File: config.mk
export PLATFORM = sky130hd
export DESIGN_NAME = act_requant_buffer_flat
export DESIGN_NICKNAME = d
export VERILOG_FILES = /design/src/rtl/act_requant_buffer_pkg.sv /design/src/rtl/act_requant_buffer_if.sv /design/src/rtl/act_requant_buffer_requant.sv /design/src/rtl/act_requant_buffer.sv /design/src/flat_wrapper.sv
export SDC_FILE = /design/constraint.sdc
export NUM_CORES = 2
export LEC_CHECK = 0
export CORE_ASPECT_RATIO = 1.4
export CORE_MARGIN = 1
export CORE_UTILIZATION = 55
export DETAILED_ROUTE_END_ITERATION = 12
export GPL_TIMING_DRIVEN = 0
export MAX_ROUTING_LAYER = met4
export PLACE_DENSITY = 0.71
export SLEW_MARGIN = 20
export SYNTH_ARGS = -nofsm -noshare
export SYNTH_HDL_FRONTEND = slang
export SYNTH_HIERARCHICAL = 1
export SYNTH_SLANG_ARGS = --single-unit
File: constraint.sdc
create_clock -name clk -period 4.9 [get_ports clk]
set_clock_uncertainty 0.1 [all_clocks]
set_input_delay 0.98 -clock clk [delete_from_list [all_inputs] [get_ports clk]]
set_output_delay 0.98 -clock clk [all_outputs]
set_load 0.02 [all_outputs]
File: src/rtl/act_requant_buffer_pkg.sv
// Shared types and defaults for the dense-layer activation requantization buffer.
// The node stage uses the same widths, so they live here rather than in the buffer.
package act_requant_buffer_pkg;

  localparam int NODES_DEF = 200;
  localparam int IN_W_DEF  = 16;
  localparam int OUT_W_DEF = 8;
  localparam int SHIFT_DEF = 4;

  typedef logic signed [IN_W_DEF-1:0] acc_t;
  typedef logic        [OUT_W_DEF-1:0] act_t;

  typedef enum logic {
    FILL  = 1'b0,
    DRAIN = 1'b1
  } state_e;

  localparam logic [15:0] SAT_CNT_MAX = 16'hFFFF;

  // Saturation-event counter increment that sticks at its maximum.
  function automatic logic [15:0] sat_inc(input logic [15:0] cnt, input logic inc);
    if (inc && (cnt != SAT_CNT_MAX)) begin
      return cnt + 16'd1;
    end else begin
      return cnt;
    end
  endfunction

endpackage

File: src/rtl/act_requant_buffer_if.sv
// Node-result input and activation output stream of the requantization buffer.
// master = surrounding logic (node stage + consumer), slave = the buffer itself.
interface act_requant_buffer_if #(
  parameter int NODES = 200,
  parameter int IN_W  = 16,
  parameter int OUT_W = 8,
  parameter int IDX_W = $clog2(NODES)
);
  logic                   valid_in;
  logic signed [IN_W-1:0] x;
  logic                   in_ready;
  logic                   out_valid;
  logic                   out_ready;
  logic [OUT_W-1:0]       out_data;
  logic [IDX_W-1:0]       out_idx;
  logic                   out_last;
  logic                   layer_done;
  logic [15:0]            sat_cnt;

  modport master (
    output valid_in, x, out_ready,
    input  in_ready, out_valid, out_data, out_idx, out_last, layer_done, sat_cnt
  );

  modport slave (
    input  valid_in, x, out_ready,
    output in_ready, out_valid, out_data, out_idx, out_last, layer_done, sat_cnt
  );
endinterface

File: src/rtl/act_requant_buffer_requant.sv
// ReLU, round-half-up arithmetic right shift and unsigned saturation of one accumulator.
// Purely combinational so it can be unit-tested on its own.
module requant_relu #(
  parameter int IN_W  = 16,
  parameter int OUT_W = 8,
  parameter int SHIFT = 4
) (
  input  logic signed [IN_W-1:0] x,
  output logic [OUT_W-1:0]       y,
  output logic                   sat
);

  localparam int             RND_SH = (SHIFT > 0) ? (SHIFT - 1) : 0;
  localparam logic [IN_W:0]  RND    = (SHIFT > 0) ? (IN_W+1)'(1 << RND_SH) : '0;
  localparam logic [IN_W:0]  MAX_Q  = (IN_W+1)'((1 << OUT_W) - 1);

  logic [IN_W:0] w_t;
  logic [IN_W:0] w_q;

  // One extra bit keeps the rounding add from wrapping at the positive extreme.
  always_comb begin
    w_t = {1'b0, x} + RND;
    w_q = w_t >> SHIFT;
    if (x[IN_W-1]) begin
      y   = '0;
      sat = 1'b0;
    end else if (w_q > MAX_Q) begin
      y   = MAX_Q[OUT_W-1:0];
      sat = 1'b1;
    end else begin
      y   = w_q[OUT_W-1:0];
      sat = 1'b0;
    end
  end

endmodule

File: src/rtl/act_requant_buffer.sv
// Collects one requantized activation per node, then drains the layer in node order.
// Fill and drain never overlap; a two-state FSM alternates between them.
module act_requant_buffer
  import act_requant_buffer_pkg::*;
#(
  parameter int NODES = NODES_DEF,
  parameter int IN_W  = IN_W_DEF,
  parameter int OUT_W = OUT_W_DEF,
  parameter int SHIFT = SHIFT_DEF,
  parameter int IDX_W = $clog2(NODES)
) (
  input  logic                clk,
  input  logic                rst,
  act_requant_buffer_if.slave bus
);

  localparam logic [IDX_W-1:0] LAST_IDX = IDX_W'(NODES - 1);

  state_e             r_state, w_state_nxt;
  logic [IDX_W-1:0]   r_wr_idx, w_wr_idx_nxt;
  logic [IDX_W-1:0]   r_rd_idx, w_rd_idx_nxt;
  logic [IDX_W-1:0]   w_rd_inc;
  logic               r_out_valid, w_out_valid_nxt;
  logic [OUT_W-1:0]   r_out_data, w_out_data_nxt;
  logic               r_out_last, w_out_last_nxt;
  logic               r_layer_done, w_layer_done_nxt;
  logic [15:0]        r_sat_cnt, w_sat_cnt_nxt;
  logic               w_we;
  logic [OUT_W-1:0]   w_y;
  logic               w_sat;
  logic [OUT_W-1:0]   r_buf [NODES];

  requant_relu #(
    .IN_W  (IN_W),
    .OUT_W (OUT_W),
    .SHIFT (SHIFT)
  ) u_requant (
    .x   (bus.x),
    .y   (w_y),
    .sat (w_sat)
  );

  assign w_rd_inc = r_rd_idx + IDX_W'(1);

  // Next-state and next-output logic; outputs are preloaded so they are registered.
  always_comb begin
    w_state_nxt      = r_state;
    w_wr_idx_nxt     = r_wr_idx;
    w_rd_idx_nxt     = r_rd_idx;
    w_out_valid_nxt  = r_out_valid;
    w_out_data_nxt   = r_out_data;
    w_out_last_nxt   = r_out_last;
    w_layer_done_nxt = 1'b0;
    w_sat_cnt_nxt    = r_sat_cnt;
    w_we             = 1'b0;
    case (r_state)
      FILL: begin
        if (bus.valid_in) begin
          w_we          = 1'b1;
          w_sat_cnt_nxt = sat_inc(r_sat_cnt, w_sat);
          if (r_wr_idx == LAST_IDX) begin
            // Entry 0 was written at least one cycle earlier, so it can be preloaded now.
            w_wr_idx_nxt    = '0;
            w_rd_idx_nxt    = '0;
            w_state_nxt     = DRAIN;
            w_out_valid_nxt = 1'b1;
            w_out_data_nxt  = r_buf[0];
            w_out_last_nxt  = 1'b0;
          end else begin
            w_wr_idx_nxt = r_wr_idx + IDX_W'(1);
          end
        end else begin
          w_we = 1'b0;
        end
      end
      DRAIN: begin
        if (bus.out_ready) begin
          if (r_rd_idx == LAST_IDX) begin
            w_rd_idx_nxt     = '0;
            w_state_nxt      = FILL;
            w_out_valid_nxt  = 1'b0;
            w_out_last_nxt   = 1'b0;
            w_layer_done_nxt = 1'b1;
            w_sat_cnt_nxt    = '0;
          end else begin
            w_rd_idx_nxt   = w_rd_inc;
            w_out_data_nxt = r_buf[w_rd_inc];
            w_out_last_nxt = (w_rd_inc == LAST_IDX);
          end
        end else begin
          w_rd_idx_nxt = r_rd_idx;
        end
      end
      default: begin
        w_state_nxt     = FILL;
        w_out_valid_nxt = 1'b0;
      end
    endcase
  end

  // State, index and output registers.
  always_ff @(posedge clk or posedge rst) begin
    if (rst) begin
      r_state      <= FILL;
      r_wr_idx     <= '0;
      r_rd_idx     <= '0;
      r_out_valid  <= 1'b0;
      r_out_data   <= '0;
      r_out_last   <= 1'b0;
      r_layer_done <= 1'b0;
      r_sat_cnt    <= '0;
    end else begin
      r_state      <= w_state_nxt;
      r_wr_idx     <= w_wr_idx_nxt;
      r_rd_idx     <= w_rd_idx_nxt;
      r_out_valid  <= w_out_valid_nxt;
      r_out_data   <= w_out_data_nxt;
      r_out_last   <= w_out_last_nxt;
      r_layer_done <= w_layer_done_nxt;
      r_sat_cnt    <= w_sat_cnt_nxt;
    end
  end

  // Activation storage; contents survive reset and are simply overwritten by the next fill.
  always_ff @(posedge clk) begin
    if (w_we) begin
      r_buf[r_wr_idx] <= w_y;
    end
  end

  assign bus.in_ready   = (r_state == FILL);
  assign bus.out_valid  = r_out_valid;
  assign bus.out_data   = r_out_data;
  assign bus.out_idx    = r_rd_idx;
  assign bus.out_last   = r_out_last;
  assign bus.layer_done = r_layer_done;
  assign bus.sat_cnt    = r_sat_cnt;

endmodule

File: src/flat_wrapper.sv
// flat-port wrapper written by rule: the top's interface ports become plain ports
module act_requant_buffer_flat import act_requant_buffer_pkg::*;
#(
  parameter int NODES = NODES_DEF,
  parameter int IN_W  = IN_W_DEF,
  parameter int OUT_W = OUT_W_DEF,
  parameter int SHIFT = SHIFT_DEF,
  parameter int IDX_W = $clog2(NODES)
)
  (clk, rst, bus_valid_in, bus_x, bus_out_ready, bus_in_ready, bus_out_valid, bus_out_data, bus_out_idx, bus_out_last, bus_layer_done, bus_sat_cnt);
  act_requant_buffer_if #(.NODES(NODES), .IN_W(IN_W), .OUT_W(OUT_W), .IDX_W(IDX_W)) bus_i ();
  input  logic clk;
  input  logic rst;
  input wire logic [$bits(bus_i.valid_in)-1:0] bus_valid_in;
  input wire logic [$bits(bus_i.x)-1:0] bus_x;
  input wire logic [$bits(bus_i.out_ready)-1:0] bus_out_ready;
  output wire logic [$bits(bus_i.in_ready)-1:0] bus_in_ready;
  output wire logic [$bits(bus_i.out_valid)-1:0] bus_out_valid;
  output wire logic [$bits(bus_i.out_data)-1:0] bus_out_data;
  output wire logic [$bits(bus_i.out_idx)-1:0] bus_out_idx;
  output wire logic [$bits(bus_i.out_last)-1:0] bus_out_last;
  output wire logic [$bits(bus_i.layer_done)-1:0] bus_layer_done;
  output wire logic [$bits(bus_i.sat_cnt)-1:0] bus_sat_cnt;
  assign bus_i.valid_in = bus_valid_in;
  assign bus_i.x = bus_x;
  assign bus_i.out_ready = bus_out_ready;
  assign bus_in_ready = bus_i.in_ready;
  assign bus_out_valid = bus_i.out_valid;
  assign bus_out_data = bus_i.out_data;
  assign bus_out_idx = bus_i.out_idx;
  assign bus_out_last = bus_i.out_last;
  assign bus_layer_done = bus_i.layer_done;
  assign bus_sat_cnt = bus_i.sat_cnt;
  act_requant_buffer #(.NODES(NODES), .IN_W(IN_W), .OUT_W(OUT_W), .SHIFT(SHIFT), .IDX_W(IDX_W)) u_core (.clk(clk), .rst(rst), .bus(bus_i));
endmodule
# Word-level counts from Yosys, hierarchy flattened
# Memories as Yosys holds them, arrays and structs flattened.
# Cells that the tools add are included.
dict set report classes {
  n_addsub 4
  magnitude_cmp 1
  eq_ne 10
  mux 42
  bitwise 1
  reduce_logical 6
}
# op n
set ops {}
lappend ops {{8-bit 2-to-1 mux} 11}
lappend ops {{16-bit 2-to-1 mux} 4}
lappend ops {{16-bit case mux with 2 select lines} 1}
lappend ops {{8-bit case mux with 2 select lines} 2}
lappend ops {{8-bit equality test (second input constant)} 3}
lappend ops {{1-bit 2-to-1 mux} 21}
lappend ops {{16-bit by 4-bit adder with 17-bit output (second input constant)} 1}
lappend ops {{16-bit by 1-bit adder with 16-bit output (second input constant)} 1}
lappend ops {{8-bit by 1-bit adder with 8-bit output (second input constant)} 2}
lappend ops {{16-bit != test (second input constant)} 1}
lappend ops {{13-bit by 8-bit greater-than comparator with 1-bit output (second input constant)} 1}
lappend ops {{4-bit AND reduction} 3}
lappend ops {{2-bit != test (second input constant)} 4}
lappend ops {{1-bit case mux with 2 select lines} 3}
lappend ops {{2-bit by 1-bit != test with 1-bit output (second input constant)} 2}
lappend ops {{3-bit AND reduction} 1}
lappend ops {{2-bit AND reduction} 1}
lappend ops {{1-bit logical AND} 1}
lappend ops {{1-bit NOT} 1}
dict set report word_totals {
  ff_bits 44
  mem_bits_rw 1600
  input_bits 20
  out_inout_bits 36
  wordCells 73
  mem_count 1
}
# name words width rd rd_clocked_by_memory_dff wr line
set mem_list {}
lappend mem_list {u_core.r_buf 200 8 2 0 1 act_requant_buffer.sv:31} ;# logic [OUT_W-1:0] r_buf [NODES];

# Longest topological paths before layout
dict set report logic_depth {
  ltp_word 8
  ltp_mapped 20
}

# Modules after synthesis
# The synthesis kept the hierarchy.
# module instances cells_per_inst area_per_inst_um2
set modules_own_cells {}
lappend modules_own_cells {act_requant_buffer 1 3175 64708.3}
lappend modules_own_cells {requant_relu 1 36 286.5}

# Worst setup path before layout
# OpenSTA, ideal clock, no wires.
dict set report synth_path {
  path_type {in2reg}
  from {input port bus_x[3]}
  to {memory u_core.r_buf[0][1] (data pin)}
  setup_ns 1.396
  t_arrival_ns 7.538
  required_time_ns 3.404
  setup_slack_ns -4.134
  cell_stages 4
  cell_sequence {ha_1 nand2_1 o32ai_4 a31oi_1}
}
dict set report synth_via {
  elab_chain_cells 4
}
# item line
set synth_lines {}
lappend synth_lines {{from (decl)} flat_wrapper.sv:15} ;# input wire logic [$bits(bus_i.x)-1:0] bus_x;
lappend synth_lines {{16-bit by 4-bit adder with 17-bit output *} act_requant_buffer_requant.sv:22} ;# w_t = {1'b0, x} + RND;
lappend synth_lines {{13-bit by 8-bit greater-than comparator with 1-bit output} act_requant_buffer_requant.sv:27} ;# end else if (w_q > MAX_Q) begin
lappend synth_lines {{8-bit 2-to-1 mux *} act_requant_buffer_requant.sv:27}
lappend synth_lines {{8-bit 2-to-1 mux *} act_requant_buffer_requant.sv:24} ;# if (x[IN_W-1]) begin
lappend synth_lines {{named net u_core.w_y[1]} act_requant_buffer.sv:29} ;# logic [OUT_W-1:0] w_y;
lappend synth_lines {{to (decl)} act_requant_buffer.sv:31}
# Mark *: on every way through the listed nets, which the timed path passes. The rest lies on a longest branch.

# Worst setup path in the final report
dict set report layout_path {
  from {register u_core.r_rd_idx[1] (netlist: u_core/bus.out_idx[1])}
  to {register u_core.r_out_data[5] (netlist: u_core/bus.out_data[5])}
}
dict set report layout_via {
  elab_chain_cells 5
  elab_cells_between_ends 8
  classes_between {1 x add/sub; 2 x eq/ne; 3 x mux; 1 x reduce/logical; 1 x memory}
}
# item line
set layout_lines {}
lappend layout_lines {{from (decl)} act_requant_buffer.sv:21} ;# logic [IDX_W-1:0] r_rd_idx, w_rd_idx_nxt;
lappend layout_lines {{from (signal assigned)} act_requant_buffer.sv:115} ;# r_rd_idx <= w_rd_idx_nxt;
lappend layout_lines {{8-bit by 1-bit adder with 8-bit output} act_requant_buffer.sv:43} ;# assign w_rd_inc = r_rd_idx + IDX_W'(1);
lappend layout_lines {{memory read 200 x 8 bit} -}
lappend layout_lines {{8-bit 2-to-1 mux} act_requant_buffer.sv:78} ;# if (r_rd_idx == LAST_IDX) begin
lappend layout_lines {{8-bit 2-to-1 mux} act_requant_buffer.sv:77} ;# if (bus.out_ready) begin
lappend layout_lines {{8-bit case mux with 2 select lines} act_requant_buffer.sv:56} ;# case (r_state)
lappend layout_lines {{to (signal assigned)} act_requant_buffer.sv:117} ;# r_out_data <= w_out_data_nxt;
lappend layout_lines {{to (decl)} act_requant_buffer.sv:24} ;# logic [OUT_W-1:0] r_out_data, w_out_data_nxt;
# Several ways; a longest one is shown, not always the timed one. The select of a mux whose other input is x is not followed.
# A chain may end at the register's enable or synchronous reset.

==> impl_metrics.yaml <==
sta:
  setup_viol: 5
  hold_viol_final: 0
  hold_slack_ns: 0.442
  slew_headroom_pct: 8.83
  post-route-min-period_ns: 5.08
  finalMaxSlewViolations: 0
  finalWorstSetupSlack_ns: -0.183
  fin_tns_setup_ns: -0.344
  period_share_pct: 104
  worstMarginPinSlew_ns: 1.37
  rsz0062_at_grt: "false"
  fmax_ghz: 0.197
setup_path:
  cp.arrival_ns: 5.67
  worstPathCellList: "nand3_4, xor2_2, clkbuf_1, clkbuf_1, nand2_1, nand3_1, o2111ai_2, a31oi_1, o21ai_1, a31oi_1"
  cp-end-kind: "register"
  max_stage_delay_ns: 0.85
  critPathKind: "reg -> reg"
  crit_required_ns: 5.49
  cp-start-kind: "register"
  path_delay_family: "buffers and inverters"
  crit_fanout: 10
  critPathBufInv: 2
  rr_worst_depth: 10
  crit_slowest_cell: "clkbuf_1"
  crit_cells: 10
die:
  pin_count: 56
  num_rows: 148
  dieHeight_um: 409
  start_util_pct: 55.7
  core_area_um2: 117000
  dieArea_um2: 120000
  die_w_um: 293
synth:
  synth_top_cells_by_area: "edfxtp_1 (74%), mux4_2 (14%), dfrtp_1 (1.7%)"
  synth_edf_count: 1600
  synth_common_cells: "edfxtp_1 (1600), mux4_2 (417), nor2_1 (249), nand2_1 (226), nand3_1 (76)"
  synth.most_common_cell: "edfxtp_1"
  yosysWarningCount: 6
  syn_area_per_cell_um2: 20.2
  syn_nets: 3239
  synth_cell_types: 75
  synth-main-ff-cell: "edfxtp_1"
  async_reset_ff_share_pct: 2.68
  yosys_register_bits: 1644
  yosysSeqAreaShare_pct: 75.6
  synth_top_area_share_pct: 73.9
  synth_top_area_cell: "edfxtp_1"
  syn_area_um2: 65000
  synthCells: 3211
placed_design:
  dpl_cell_area_um2: 69200
  gp_congestion: 1.07
  place_ws_ns: -1.80
  numPortBuffers: 51
  hpwlAfterDp_um: 139000
route:
  drtIter0Drc: 5090
  drc: 0
  ant_nets: 0
  avgRoutedWirePerCell_um: 38.5
  viasPerCell: 6.88
  routed_wl_um: 196000
  dr.pass1.iters: 8
  num_vias: 35000
grt:
  antenna_found_initial: 2
  grt_overflow_total: 0
  grt_use_total_pct: 34.4
  grt_pass1_vias: 35100
  grt_pass1_wl_um: 271000
  grt_max_degree: 37
min_path:
  hp-class: "in -> async"
power_and_ir_drop:
  p_leak_nw: 23.4
  vdd_ir_drop_max_mv: 0.364
  power_density_nw_per_um2: 439
clock_tree:
  clock-sinks: 1644
  clk_latency_ns: 0.79
  cts_root_buf: "clkbuf_16"
  cts_hold_buf: 0
  path_clk_slew_ns: 0.07
  cts_tree: "done"
  cts_buffers: 149
  htreeDepth: 4
  cts_buffer_depth: 3
layout:
  fillCellCount: 7745
  final_util_pct: 63.7
  fin_area_um2: 74300
  area_delta_synth_final_pct: 14.3
  nets: 3504
  drive_gt1_share_pct: 25.0
outcome:
  failed_checks: "negative setup slack"
  status: "finished, violations left"
run:
  max-cap-violations: 0
path summary, 6_finish.rpt:
path / from / endpoint / slack (ns)
min in group clk: u_core/bus.sat_cnt[0]$_DFFE_PP0P_ / u_core/bus.sat_cnt[0]$_DFFE_PP0P_ / 0.46
worst min register to register: u_core/bus.sat_cnt[0]$_DFFE_PP0P_ / u_core/bus.sat_cnt[0]$_DFFE_PP0P_ / 0.46
max in group asynchronous: rst / u_core/bus.out_idx[0]$_DFFE_PP0P_ / 3.69
worst min-delay path: rst / u_core/r_wr_idx[3]$_DFFE_PP0P_ / 0.44
worst max register to register: u_core/bus.out_idx[1]$_DFFE_PP0P_ / u_core/bus.out_data[5]$_DFFE_PP0P_ / -0.18
worst max-delay path: u_core/bus.out_idx[1]$_DFFE_PP0P_ / u_core/bus.out_data[5]$_DFFE_PP0P_ / -0.18
area by class of cell:
class	instances	area [um^2]	area share, %
Antenna cell	5	12.5	0.0168
Buffer	193	1480	1.99
Clock buffer	187	3940	5.30
Clock inverter	73	597	0.803
Inverter	12	50.0	0.0674
Multi-Input combinational cell	1362	15000	20.2
Sequential cell	1644	49100	66.2
Tap cell	1500	1880	2.53
Timing Repair Buffer	114	2160	2.90
registers in the layout, indices dropped and copies added, names as in the netlist:
name,cells
u_core/r_state,1
u_core/bus.out_data,8
u_core/bus.out_last,1
u_core/bus.out_idx,8
u_core/bus.sat_cnt,16
u_core/r_buf,1600
u_core/bus.out_valid,1
u_core/bus.layer_done,1
u_core/r_wr_idx,8
logic make-up (layout without fill, tap and decap cells):
group,Yosys count,after routing,share of synthesized area (%)
AOI/OAI and AO/OA,209,209,2.22
and+or+nand+nor,637,637,4.25
xor gates and xnor gates,33,33,0.537
adders and majority gates,8,8,0.154
other,0,5,0
buffers and inverters,205,579,1.87
DFF,1644,1644,75.6
muxes,475,475,15.4
report_power, final:
part	switching [mW]	internal [mW]	total, mW
Sequential	0.0766	15.6	15.6
Clock	5.00	6.07	11.1
Combinational	3.63	2.26	5.88
Total	8.70	23.9	32.6
cell usage in the layout, fill, tap and decap left out, types with 10 or more instances in the layout:
master / count
buf_2: 28
a21oi_1: 45
mux4_2: 417
buf_12: 10
nor2_1: 247
nand3_1: 75
and3_1: 13
dfrtp_1: 43
buf_8: 12
buf_4: 32
edfxtp_1: 1600
inv_1: 10
nand4_1: 16
clkbuf_1: 75
xnor2_1: 16
clkdlybuf4s50_1: 51
nand2_1: 226
clkbuf_16: 153
clkbuf_2: 23
or3_1: 16
buf_6: 45
mux2i_1: 48
o21ai_0: 30
a31oi_1: 27
buf_16: 55
clkinv_2: 21
clkinv_1: 30
stage by stage:
stage | instances | power (mW)
after floorplan | 3211 | 19.0
final | 5090 | 32.6
after global routing | 5086 | 33.2
after CTS | 5085 | 32.5
after detailed placement | 4824 | 21.4
after global placement | 4762 | 21.3
what timing repair did:
| action | 4_1_cts | 5_1_grt |
|---|---|---|
| resized for setup | 111 | 36 |
| pin swaps | 8 | 8 |
| gates cloned | 0 | 0 |
| buffers inserted | 1 | 0 |
| setup endpoints to repair | 9 | 8 |
routing by layer:
layer,GRT usage (%),share of wire [%]
met1,39.8,33
met2,53.4,48
met3,8.01,10
met4,24.2,8.7
met5,-,0
(Power assumes the default switching activity.)
